`src/rtl/ppc_types.sv`:
```
// Shared CDB types and constants for the out-of-order core.
// The CDB result type and the round-robin pointer-advance rule live here so other arbiters can reuse them.
package ppc_types;

    localparam int PPC_RS_ID_WIDTH = 5;
    localparam int CDB_UNITS       = 4;

    typedef struct packed {
        logic                       valid;
        logic [0:PPC_RS_ID_WIDTH-1] rs_id;
        logic [0:31]                value;
    } cdb_t;

    // Pointer position just past a granted requester, wrapping at n.
    function automatic int rr_next(input int k, input int n);
        return (k == n - 1) ? 0 : k + 1;
    endfunction

endpackage

```
`src/rtl/cdb_arbiter_if.sv`:
```
// Unit-result and CDB broadcast bundle of the CDB arbiter.
// Handshake: unit k transfers in any cycle where unit_valid[k] && unit_ready[k]. unit_ready is combinational and never high without unit_valid. A unit holds valid/rs_id/value stable until it is accepted. The CDB has no back-pressure.
interface cdb_arbiter_if #(
    parameter int NUM_UNITS   = 4,
    parameter int RS_ID_WIDTH = 5
);
    logic                   flush;
    logic                   unit_valid [0:NUM_UNITS-1];
    logic                   unit_ready [0:NUM_UNITS-1];
    logic [0:RS_ID_WIDTH-1] unit_rs_id [0:NUM_UNITS-1];
    logic [0:31]            unit_value [0:NUM_UNITS-1];
    logic                   cdb_valid;
    logic [0:RS_ID_WIDTH-1] cdb_rs_id;
    logic [0:31]            cdb_value;

    modport master (
        input  flush, unit_valid, unit_rs_id, unit_value,
        output unit_ready, cdb_valid, cdb_rs_id, cdb_value
    );

    modport slave (
        output flush, unit_valid, unit_rs_id, unit_value,
        input  unit_ready, cdb_valid, cdb_rs_id, cdb_value
    );
endinterface

```
`src/rtl/round_robin_arbiter.sv`:
```
// Generic round-robin arbiter: one-hot grant searched from an owned priority pointer.
// The pointer moves past the winner only when a grant is issued.
module round_robin_arbiter
    import ppc_types::*;
#(
    parameter int N = CDB_UNITS
) (
    input  logic                 clk,
    input  logic                 rst,
    input  logic [0:N-1]         req,
    input  logic                 enable,
    output logic [0:N-1]         grant,
    output logic [$clog2(N)-1:0] ptr_o
);
    localparam int PW = $clog2(N);

    logic [PW-1:0] rr_ptr_ff;
    logic [PW-1:0] rr_ptr_d;
    logic          found;
    int            idx;

    always_comb begin
        grant = '0;
        found = 1'b0;
        idx   = 0;
        for (int i = 0; i < N; i++) begin
            idx = int'(rr_ptr_ff) + i;
            if (idx >= N) idx = idx - N;
            if (enable && !found && req[idx]) begin
                grant[idx] = 1'b1;
                found      = 1'b1;
            end
        end
    end

    always_comb begin
        rr_ptr_d = rr_ptr_ff;
        for (int k = 0; k < N; k++) begin
            if (grant[k]) rr_ptr_d = PW'(rr_next(k, N));
        end
    end

    always_ff @(posedge clk) begin
        if (rst) rr_ptr_ff <= '0;
        else     rr_ptr_ff <= rr_ptr_d;
    end

    assign ptr_o = rr_ptr_ff;

endmodule

```
`src/rtl/cdb_arbiter.sv`:
```
// CDB arbiter: round-robin grant of one unit result per cycle, broadcast on the CDB.
// Macro CDB_OUTPUT_REG_EN: defined gives registered CDB outputs (1-cycle latency); undefined gives a combinational broadcast.
module cdb_arbiter
    import ppc_types::*;
#(
    parameter int NUM_UNITS   = CDB_UNITS,
    parameter int RS_ID_WIDTH = PPC_RS_ID_WIDTH
) (
    input  logic                         clk,
    input  logic                         rst,
    cdb_arbiter_if.master                bus,
    output logic [$clog2(NUM_UNITS)-1:0] rr_ptr_o
);
    logic [0:NUM_UNITS-1]   req;
    logic [0:NUM_UNITS-1]   grant;
    logic                   enable;
    logic                   sel_valid;
    logic [0:RS_ID_WIDTH-1] sel_rs_id;
    logic [0:31]            sel_value;

    // Reset and flush both hold every unit off; reset wins regardless.
    assign enable = ~(bus.flush | rst);

    always_comb begin
        for (int k = 0; k < NUM_UNITS; k++) begin
            req[k]            = bus.unit_valid[k];
            bus.unit_ready[k] = grant[k];
        end
    end

    round_robin_arbiter #(
        .N (NUM_UNITS)
    ) u_rr (
        .clk    (clk),
        .rst    (rst),
        .req    (req),
        .enable (enable),
        .grant  (grant),
        .ptr_o  (rr_ptr_o)
    );

    // One-hot grant lets an AND-OR mux select the result; zero when nothing is granted.
    always_comb begin
        sel_valid = 1'b0;
        sel_rs_id = '0;
        sel_value = '0;
        for (int k = 0; k < NUM_UNITS; k++) begin
            if (grant[k]) begin
                sel_valid = 1'b1;
                sel_rs_id = sel_rs_id | bus.unit_rs_id[k];
                sel_value = sel_value | bus.unit_value[k];
            end
        end
    end

`ifdef CDB_OUTPUT_REG_EN
    logic                   cdb_valid_q;
    logic [0:RS_ID_WIDTH-1] cdb_rs_id_q;
    logic [0:31]            cdb_value_q;

    // ID and value keep their last broadcast when no grant is made.
    always_ff @(posedge clk) begin
        if (rst) begin
            cdb_valid_q <= 1'b0;
            cdb_rs_id_q <= '0;
            cdb_value_q <= '0;
        end else begin
            cdb_valid_q <= sel_valid;
            if (sel_valid) begin
                cdb_rs_id_q <= sel_rs_id;
                cdb_value_q <= sel_value;
            end
        end
    end

    assign bus.cdb_valid = cdb_valid_q;
    assign bus.cdb_rs_id = cdb_rs_id_q;
    assign bus.cdb_value = cdb_value_q;
`else
    assign bus.cdb_valid = sel_valid;
    assign bus.cdb_rs_id = sel_rs_id;
    assign bus.cdb_value = sel_value;
`endif

endmodule

```
`src/flat_wrapper.sv`:
```
// flat-port wrapper written by rule: the top's interface ports become plain ports
module cdb_arbiter_flat import ppc_types::*;
#(
    parameter int NUM_UNITS   = CDB_UNITS,
    parameter int RS_ID_WIDTH = PPC_RS_ID_WIDTH
)
  (clk, rst, rr_ptr_o, bus_flush, bus_unit_valid, bus_unit_rs_id, bus_unit_value, bus_unit_ready, bus_cdb_valid, bus_cdb_rs_id, bus_cdb_value);
  cdb_arbiter_if #(.NUM_UNITS(NUM_UNITS), .RS_ID_WIDTH(RS_ID_WIDTH)) bus_i ();
  input  logic clk;
  input  logic rst;
  output logic [$clog2(NUM_UNITS)-1:0] rr_ptr_o;
  input wire logic [$bits(bus_i.flush)-1:0] bus_flush;
  input wire logic [$bits(bus_i.unit_valid)-1:0] bus_unit_valid;
  input wire logic [$bits(bus_i.unit_rs_id)-1:0] bus_unit_rs_id;
  input wire logic [$bits(bus_i.unit_value)-1:0] bus_unit_value;
  output wire logic [$bits(bus_i.unit_ready)-1:0] bus_unit_ready;
  output wire logic [$bits(bus_i.cdb_valid)-1:0] bus_cdb_valid;
  output wire logic [$bits(bus_i.cdb_rs_id)-1:0] bus_cdb_rs_id;
  output wire logic [$bits(bus_i.cdb_value)-1:0] bus_cdb_value;
  assign bus_i.flush = bus_flush;
  assign bus_i.unit_valid = {>>{bus_unit_valid}};
  assign bus_i.unit_rs_id = {>>{bus_unit_rs_id}};
  assign bus_i.unit_value = {>>{bus_unit_value}};
  assign bus_unit_ready = {>>{bus_i.unit_ready}};
  assign bus_cdb_valid = bus_i.cdb_valid;
  assign bus_cdb_rs_id = bus_i.cdb_rs_id;
  assign bus_cdb_value = bus_i.cdb_value;
  cdb_arbiter #(.NUM_UNITS(NUM_UNITS), .RS_ID_WIDTH(RS_ID_WIDTH)) u_core (.clk(clk), .rst(rst), .bus(bus_i), .rr_ptr_o(rr_ptr_o));
endmodule
```
`config.mk`:
```
export PLATFORM = sky130hd
export DESIGN_NAME = cdb_arbiter_flat
export DESIGN_NICKNAME = d
export VERILOG_FILES = /design/src/rtl/ppc_types.sv /design/src/rtl/cdb_arbiter_if.sv /design/src/rtl/round_robin_arbiter.sv /design/src/rtl/cdb_arbiter.sv /design/src/flat_wrapper.sv
export SDC_FILE = /design/constraint.sdc
export NUM_CORES = 1
export LEC_CHECK = 0
export BUFFER_PORTS_ARGS = -buffer_cell sky130_fd_sc_hd__buf_2
export CORE_AREA = 4 4 76 78
export DETAILED_ROUTE_END_ITERATION = 12
export DIE_AREA = 0 0 80 82
export GPL_TIMING_DRIVEN = 0
export PLACE_DENSITY = 0.79
export SETUP_SLACK_MARGIN = 0.5
export SLEW_MARGIN = 15
export SYNTH_ARGS = -nofsm -noshare
export SYNTH_HDL_FRONTEND = slang
export SYNTH_SLANG_ARGS = --single-unit
```
`constraint.sdc`:
```
create_clock -name clk -period 3.45 [get_ports clk]
set_clock_uncertainty 0.05 [all_clocks]
set_input_delay 0 -clock clk [delete_from_list [all_inputs] [get_ports clk]]
set_output_delay 0 -clock clk [all_outputs]
set_load 0.02 [all_outputs]
```
* Word level (Yosys, flattened, before mapping)
Index checks and enable logic that the tools add are counted.
Storage, ports and cells: register bits after elaboration 2, bits of input ports 155, output and inout port bits 44, logic and storage cells 97
Operators by class: add/subtract/negate cells 7, order comparisons 12, mux-type cells 46, bitwise logic cells 15, reduce and logical (&&, ||, !) cells 16
Operators with widths (count):
- 2-to-1 mux 32 bit | 8
- >= comparator 32 x 3 -> 1 bit, second input constant | 4
- less-than comparator 32 x 1 -> 1 bit, second input constant | 4
- inverter 32 bit | 4
- bitwise OR 32 bit | 3
- 2-to-1 mux 5 bit | 4
- 2-to-1 mux 1 bit | 19
- 2-to-1 mux 4 bit | 4
- bitwise OR 5 bit | 3
- bitwise OR 4 bit | 3
- subtractor 3 x 3 -> 4 bit, second input constant | 3
- logical AND 1 bit | 11
- >= comparator 3 bit, second input constant | 3
- binary-select mux 1 bit (select 2 bit) | 4
- demux 1 bit (select 2 bit) | 4
- adder 2 x 2 -> 3 bit, second input constant | 2
- 2-to-1 mux 2 bit | 3
- subtractor 2 x 3 -> 4 bit, second input constant | 1
- adder 2 x 1 -> 3 bit, second input constant | 1
- >= comparator 2 x 3 -> 1 bit, second input constant | 1
- zero test 1 bit | 3
- nonzero test 3 bit | 1
- OR reduction 2 bit | 1
- inverter 1 bit | 1
- bitwise OR 1 bit | 1

* Longest topological paths before layout
Gate-level depths: netlist (run 1).
depth in word-level cells 27, depth in mapped cells 10, gate-level depth less buffers 8

* Modules after synthesis
From an unflattened synthesis (run 1), not the netlist that was laid out.
Second synthesis, totals: cells, all modules 177, area total of the unflattened synthesis 1356.3 sq um
Modules (own cells, without submodules):
- cdb_arbiter | times used 1, cells an instance 129, area an instance 860.8 sq um, sequential area each 0.0 sq um
- round_robin_arbiter | times used 1, cells an instance 48, area an instance 495.5 sq um, sequential area each 40.0 sq um

* Least setup slack after synthesis (run 1)
Ideal clock, no wire load.
path type register to output, from register u_core.u_rr.rr_ptr_ff[0], in the netlist u_core.u_rr.ptr_o[0], to output port bus_cdb_valid, arrival time 2725 ps, required time 3400 ps, slack 675 ps, cell stages (with the launch flop) 10, buffers on the path 2, path through dfxtp_1 > buf_4 > inv_1 > ha_1 > mux4_2 > a21o_1 > a21oi_2 > o41ai_2 > buf_4 > or4_1
On the way: elaborated cells on any way between the ends 75, classes of those cells add/sub (7); order compare (12); mux (35); bitwise (7); reduce/logical (14)
RTL lines:
- start, declared | RTL line round_robin_arbiter.sv:17 | logic [PW-1:0] rr_ptr_ff;
- start signal, assigned | RTL line round_robin_arbiter.sv:45 | else rr_ptr_ff <= rr_ptr_d;
- branches (longest 19 deep; another with >= comparator 32 x 3 -> 1 bit)
- 2-to-1 mux 4 bit * | RTL line round_robin_arbiter.sv:29 | if (enable && !found && req[idx]) begin
- named net bus_unit_ready[2] | RTL line flat_wrapper.sv:16 | output wire logic [$bits(bus_i.unit_ready)-1:0] bus_unit_ready;
- 2-to-1 mux 1 bit * (3 in series) | RTL line cdb_arbiter.sv:48 | if (grant[k]) begin
- end, declared | RTL line flat_wrapper.sv:17 | output wire logic [$bits(bus_i.cdb_valid)-1:0] bus_cdb_valid;
Mark *: on every way through the listed nets, which the timed path passes. The select of a mux whose other input is x is not followed.

* Worst setup path in the final report (run 1)
from register u_core.u_rr.rr_ptr_ff[0], in the netlist u_core.u_rr.ptr_o[0], to output port bus_cdb_valid
On the way: word-level cells in the longest chain between the ends 24, elaborated cells on any way between the ends 75, classes of those cells add/sub (7); order compare (12); mux (35); bitwise (7); reduce/logical (14)
RTL lines (RTL line):
- branches (longest 19 deep; another with >= comparator 32 x 3 -> 1 bit)
- 2-to-1 mux 4 bit * | round_robin_arbiter.sv:29
- 2-to-1 mux 1 bit (3 in series) | cdb_arbiter.sv:48
- 2-to-1 mux 1 bit * | cdb_arbiter.sv:48
Every way passes the cells marked *. The select of a mux whose other input is x is not followed.

==> out/metrics.yaml, run 1 <==
setup_path:
  crit_type: "reg2out"
  crit_cells: 11
  cpMostUsedCell: "buf_6"
  crit_chain: "buf_6, clkinvlp_4, ha_4, mux4_2, a21o_1, a21oi_2, o41ai_4, buf_4, buf_6, or4_4, buf_6"
  arrival_ns: 2.83
  cp.buffers_inverters: 5
  crit_path_max_incr_delay_ns: 0.53
  path_max_fanout: 10
  cp_data_required_time_ns: 3.40
  startpoint_type: "register"
  r2r_slack_ns: 0.89
  end_kind: "output pin"
  cp_top_family: "buffers and inverters"
  cpMaxStageDelayCell: "or4_4"
  r2r.worst_path.cells: 9
route:
  drc: 0
  ant_nets: 0
  wirelength_mm: 7.18
  via_per_inst: 5.34
  first_iter_violations: 53
  wl_per_cell_um: 16.6
  first_pass_iters: 4
  via_count: 2305
logic_synthesis:
  synth-async-reset-ratio_pct: 0
  syn_area_um2: 1320
  synth_ff_type: "dfxtp_1"
  ys_warn_count: 0
  synth_fp_nets: 311
  synth_edf_count: 0
  syn_avg_cell_area_um2: 8.83
  ys_types: 32
  ys_seq_area_share_pct: 3.04
  ys_ff_latch: 2
  synthCells: 149
grt:
  grt.overflow.total: 0
  grt_pass1_wl_mm: 9.94
  grt_max_degree: 11
  antenna_found_initial: 0
  grt_pass1_vias: 2159
  grtUsageTotal_pct: 18.7
cells_and_area:
  largest_reg_flops: 2
  finalNetCount: 526
  syn2layout_area_growth_pct: 106
  drive_gt1_share_pct: 69.3
  fill_cells: 494
  diodes: 0
sta:
  finalHoldViolCount: 0
  setup_ws_ns: 0.572
  final.min_clock_period_ns: 2.88
  fin_crit_sh_pct: 83.4
  rsz0062_at_grt: "true"
  finalSetupViolCount: 0
  setup_tns_ns: 0
  tightestPinTransition_ns: 0.371
  max_slew_margin_pct: 75.1
  slew_viol_final: 0
  max_freq_ghz: 0.347
place:
  dp_worst_setup_slack_ns: 0.253
  portBuffers: 198
  finalWeightedCongestion: 0.886
  hpwlAfterDp_mm: 5.92
clock_tree:
  numClockSinks: 2
  clkLatencyLatePin_ns: 0.21
  cts-root-buf: "clkbuf_8"
  cts_made_buffers: 3
  clockBufferDepth: 2
  htreeDepth: 1
  cts_tree: "yes"
  clk_pin_slew_ns: 0.03
die:
  die_h_um: 82
  start_util_pct: 25.9
  core_um2: 5070
  io_pins: 199
  die-area_um2: 6560
  fp.dieW_um: 80
  rows: 26
hold_path:
  hp-class: "in2out"
  holdPathStages: 3
run_status:
  status: "finished clean"
power_and_ir_drop:
  p_leak_nw: 1.50
  power.density_nw_per_um2: 517
  peakVddDrop_mv: 0.421
job:
  cap_violations: 0
logic make-up (layout without fill, tap and decap cells):
group           Yosys count  after routing  share of synthesized area (%)
compound gates           90             90                           64.5
fa+ha+maj                 7              7                           6.66
buf+inv                  22            235                           8.37
flops                     2              2                           3.04
mux                       9              9                           9.80
simple gates             19             19                           7.61
layout by cell type (no fill, tap or decap), types with 3 or more instances in the layout:
cell / Yosys / final
a211oi_2: 2 / 3
a221o_1: 37 / 37
a22o_1: 37 / 37
buf_2: 13 / 193
buf_4: 3 / 16
buf_6: 0 / 14
clkbuf_4: 0 / 4
clkbuf_8: 0 / 3
ha_1: 7 / 6
mux2i_1: 5 / 3
mux4_2: 3 / 3
nand2b_1: 3 / 3
nand3_1: 4 / 4
nor2_1: 5 / 5
o22ai_1: 3 / 3
synthesized netlist by cell type (2+ instances only):
master | n | area (um^2)
inv_1 | 4 | 15.0
mux2i_1 | 5 | 50.1
nand2b_1 | 3 | 18.8
o22ai_1 | 3 | 18.8
a22o_1 | 37 | 324
dfxtp_1 | 2 | 40.0
a211oi_2 | 2 | 25.0
nor2_1 | 5 | 18.8
buf_4 | 3 | 22.5
a221o_1 | 37 | 370
clkbuf_1 | 2 | 7.51
mux4_2 | 3 | 67.6
ha_1 | 7 | 87.6
nand3_1 | 4 | 20.0
buf_2 | 13 | 65.1
o41ai_2 | 2 | 32.5
nand2_1 | 2 | 7.51
final timing paths:
| path | startpoint | endpoint |
|---|---|---|
| max | u_core.u_rr.ptr_o[0] | bus_cdb_valid |
| min | bus_unit_value[13] | bus_cdb_value[13] |
| max reg2reg | u_core.u_rr.ptr_o[0] | u_core.u_rr.ptr_o[1] |
| min reg2reg | u_core.u_rr.ptr_o[1] | u_core.u_rr.ptr_o[1] |
final cells by class:
cell class	instances	area (um^2)	area share [%]
repair buffers	210	1140	41.9
flip-flops and latches	2	47.5	1.75
well taps	70	87.6	3.23
plain buffers	18	148	5.45
clock buffers	3	41.3	1.52
inverters	4	18.8	0.692
multi-input cells	125	1230	45.5
per-layer routing:
metal	GRT usage [%]	up-vias	part of all wire, %
li1	-	1096	-
met1	21.3	1062	36
met2	36.9	143	54
met3	2.63	4	10
met4	3.04	0	0.58
met5	0	-	0
power breakdown:
part	internal, mW	total (mW)	switching, mW
clock network	0.0737	0.0920	0.0183
logic	0.606	1.27	0.661
registers	0.0343	0.0436	0.00932
total	0.714	1.40	0.689
worst reg2reg max path: cells and delay by family, from the launching register on:
family,cells,cell delay [ns]
and+or+nand+nor,2,0.54
DFF,1,0.34
buffers and inverters,3,0.43
muxes,1,0.37
adders and majority gates,1,0.31
AOI/OAI and AO/OA,2,0.45
repair_timing:
item / in CTS / in global routing
resized for setup: 18 / 40
setup endpoints to repair: 44 / 38
hold buffers: 1 / 0
setup buffers: 6 / 5
hold endpoints to repair: 2 / 0
pin swaps: 2 / 5
metrics by stage:
step	std cells	utilization, %	total power [mW]	cell area, um^2	hold WS (ns)
after floorplan	149	-	0.777	1320	0.0146
after global placement	417	47.2	1.09	2390	0.173
after detailed placement	417	47.2	1.11	2390	0.180
after CTS	427	50.5	1.29	2560	0.289
after global routing	432	53.4	1.50	2710	0.304
final	432	53.4	1.40	2710	0.283
No activity file was read; power rests on OpenSTA's default activity.
==> run 2: changes to the inputs <==
- clock period: 3.45 -> 2.7 ns (I/O delays scaled with it)
==> out/metrics.yaml, run 2 (synthesis results as in run 1) <==
run_status:
  status: "finished, violations left"
  violations: "negative setup slack"
die:
  die_h_um: 82  # unchanged
  io_pins: 199  # unchanged
  core_um2: 5070  # unchanged
  fp.dieW_um: 80  # unchanged
  start_util_pct: 25.9  # unchanged
  rows: 26  # unchanged
  die-area_um2: 6560  # unchanged
sta:
  max_slew_margin_pct: 65.7  # -9.3 points
  setup_ws_ns: -0.189  # -0.761 ns
  final.min_clock_period_ns: 2.89
  max_freq_ghz: 0.346
  setup_tns_ns: -5.64  # -5.64 ns
  whs_ns: 0.279  # -0.00359 ns
  fin_crit_sh_pct: 107
  tightestPinTransition_ns: 0.512  # +0.141 ns
  rsz0062_at_grt: "true"
  finalSetupViolCount: 38  # +38
  finalHoldViolCount: 0  # unchanged
  slew_viol_final: 0  # unchanged
route:
  via_per_inst: 5.32  # -0.34%
  ant_nets: 0  # unchanged
  wl_per_cell_um: 18.5  # +12%
  first_pass_iters: 4  # unchanged
  first_iter_violations: 83  # +57%
  drc: 0  # unchanged
  via_count: 2313  # +0.35%
  wirelength_mm: 8.07  # +12%
power_and_ir_drop:
  power_mw: 2.05  # +46%
  p_leak_nw: 1.54  # +3.2%
  peakVddDrop_mv: 0.486  # +15%
  power.density_nw_per_um2: 696  # +35%
clock_tree:
  clockBufferDepth: 2  # unchanged
  cts-root-buf: "clkbuf_8"
  clkLatencyLatePin_ns: 0.22  # about the same
  clk_pin_slew_ns: 0.03  # about the same
  htreeDepth: 1  # unchanged
  cts_tree: "yes"
  numClockSinks: 2  # unchanged
  cts_made_buffers: 3  # unchanged
job:
  cap_violations: 0  # unchanged
grt:
  grt_pass1_vias: 2305  # +6.8%
  grtUsageTotal_pct: 21.3  # +2.6 points
  grt_pass1_wl_mm: 11.2  # +13%
  grt_max_degree: 11  # unchanged
  grt.overflow.total: 0  # unchanged
  antenna_found_initial: 0  # unchanged
setup_path:
  startpoint: "u_core.u_rr.ptr_o[0]"
  worstReg2RegStart: "u_core.u_rr.ptr_o[0]"
  startpoint_type: "register"
  cp_data_required_time_ns: 2.65  # -0.75 ns
  crit_type: "reg2out"
  arrival_ns: 2.84  # about the same
  end_kind: "output pin"
  path_max_fanout: 5  # -5
cells_and_area:
  final_common_cell: "buf_2"
  largest_reg_flops: 2  # unchanged
  post-route-util_pct: 58.1  # +4.6 points
  layout_common_cells: "buf_2, buf_6, a22o_1, a221o_1, buf_4"
  drive_gt1_share_pct: 69.6  # +0.25 points
  diodes: 0  # unchanged
  syn2layout_area_growth_pct: 124
  finalNetCount: 528  # +0.38%
place:
  finalWeightedCongestion: 0.808  # -8.8%
  dp_worst_setup_slack_ns: -0.394  # -0.647 ns
  hpwlAfterDp_mm: 6.17  # +4.2%
  portBuffers: 198  # unchanged
hold_path:
  hp-start: "bus_unit_value[63]"
  hp-class: "in2out"
==> run 2: worst paths after layout <==
check / endpoint / slack, ns / cells after the start
max reg2reg: u_core.u_rr.ptr_o[0] / 0.13 / 11
min: bus_cdb_value[31] / 0.28 / 3
max: bus_cdb_valid / -0.19 / 11
min reg2reg: u_core.u_rr.ptr_o[1] / 0.77 / 4
==> run 2: stage by stage <==
| step | std cells | cell area, um^2 |
|---|---|---|
| floorplan | 149 | 1360 |
| global placement | 417 | 2440 |
| detailed placement | 417 | 2440 |
| CTS | 431 | 2890 |
| global route | 435 | 2950 |
| finish | 435 | 2950 |
==> run 2: power by group <==
group	switching, mW	total, mW	leakage [nW]	internal, mW
Combinational	0.912	1.87	1.50	0.955
Clock	0.0278	0.128	0.0228	0.100
Sequential	0.0131	0.0570	0.0178	0.0439
==> run 2: layout make-up <==
| type | count | area (um^2) |
|---|---|---|
| tap | 70 | 87.6 |
| sequential | 2 | 47.5 |
| clock buffer | 4 | 45.0 |
| multi-input combinational | 125 | 1240 |
| inverter | 4 | 18.8 |
| fill | 448 | 2130 |
| timing repair buffer | 212 | 1330 |
| buffer | 18 | 183 |
==> run 2: worst max-delay path, cell delays in order, from the launching register on <==
cell and delay [ns]:
dfxtp_4 0.35, buf_8 0.10, clkinvlp_4 0.10, ha_4 0.30, mux4_2 0.36, a21o_1 0.19, a21oi_2 0.14, o41ai_4 0.09
buf_4 0.17, buf_6 0.13, or4_4 0.53, buf_6 0.15
==> run 2: routing by layer <==
metal	vias to the layer above	routed length, um	global-route usage (%)
li1	1107	-	-
met4	0	16	3.38
met5	-	0	0
met1	1076	2970	24.5
met3	2	758	4.28
met2	128	4320	40.9
==> run 2: repair_timing <==
item                       in CTS  in global routing
hold endpoints to repair        2                  0
cloned                          1                  1
setup buffers                   8                  3
hold buffers                    1                  0
gates resized for setup        99                 10
pin swaps                       6                 15
setup endpoints to repair      44                 44
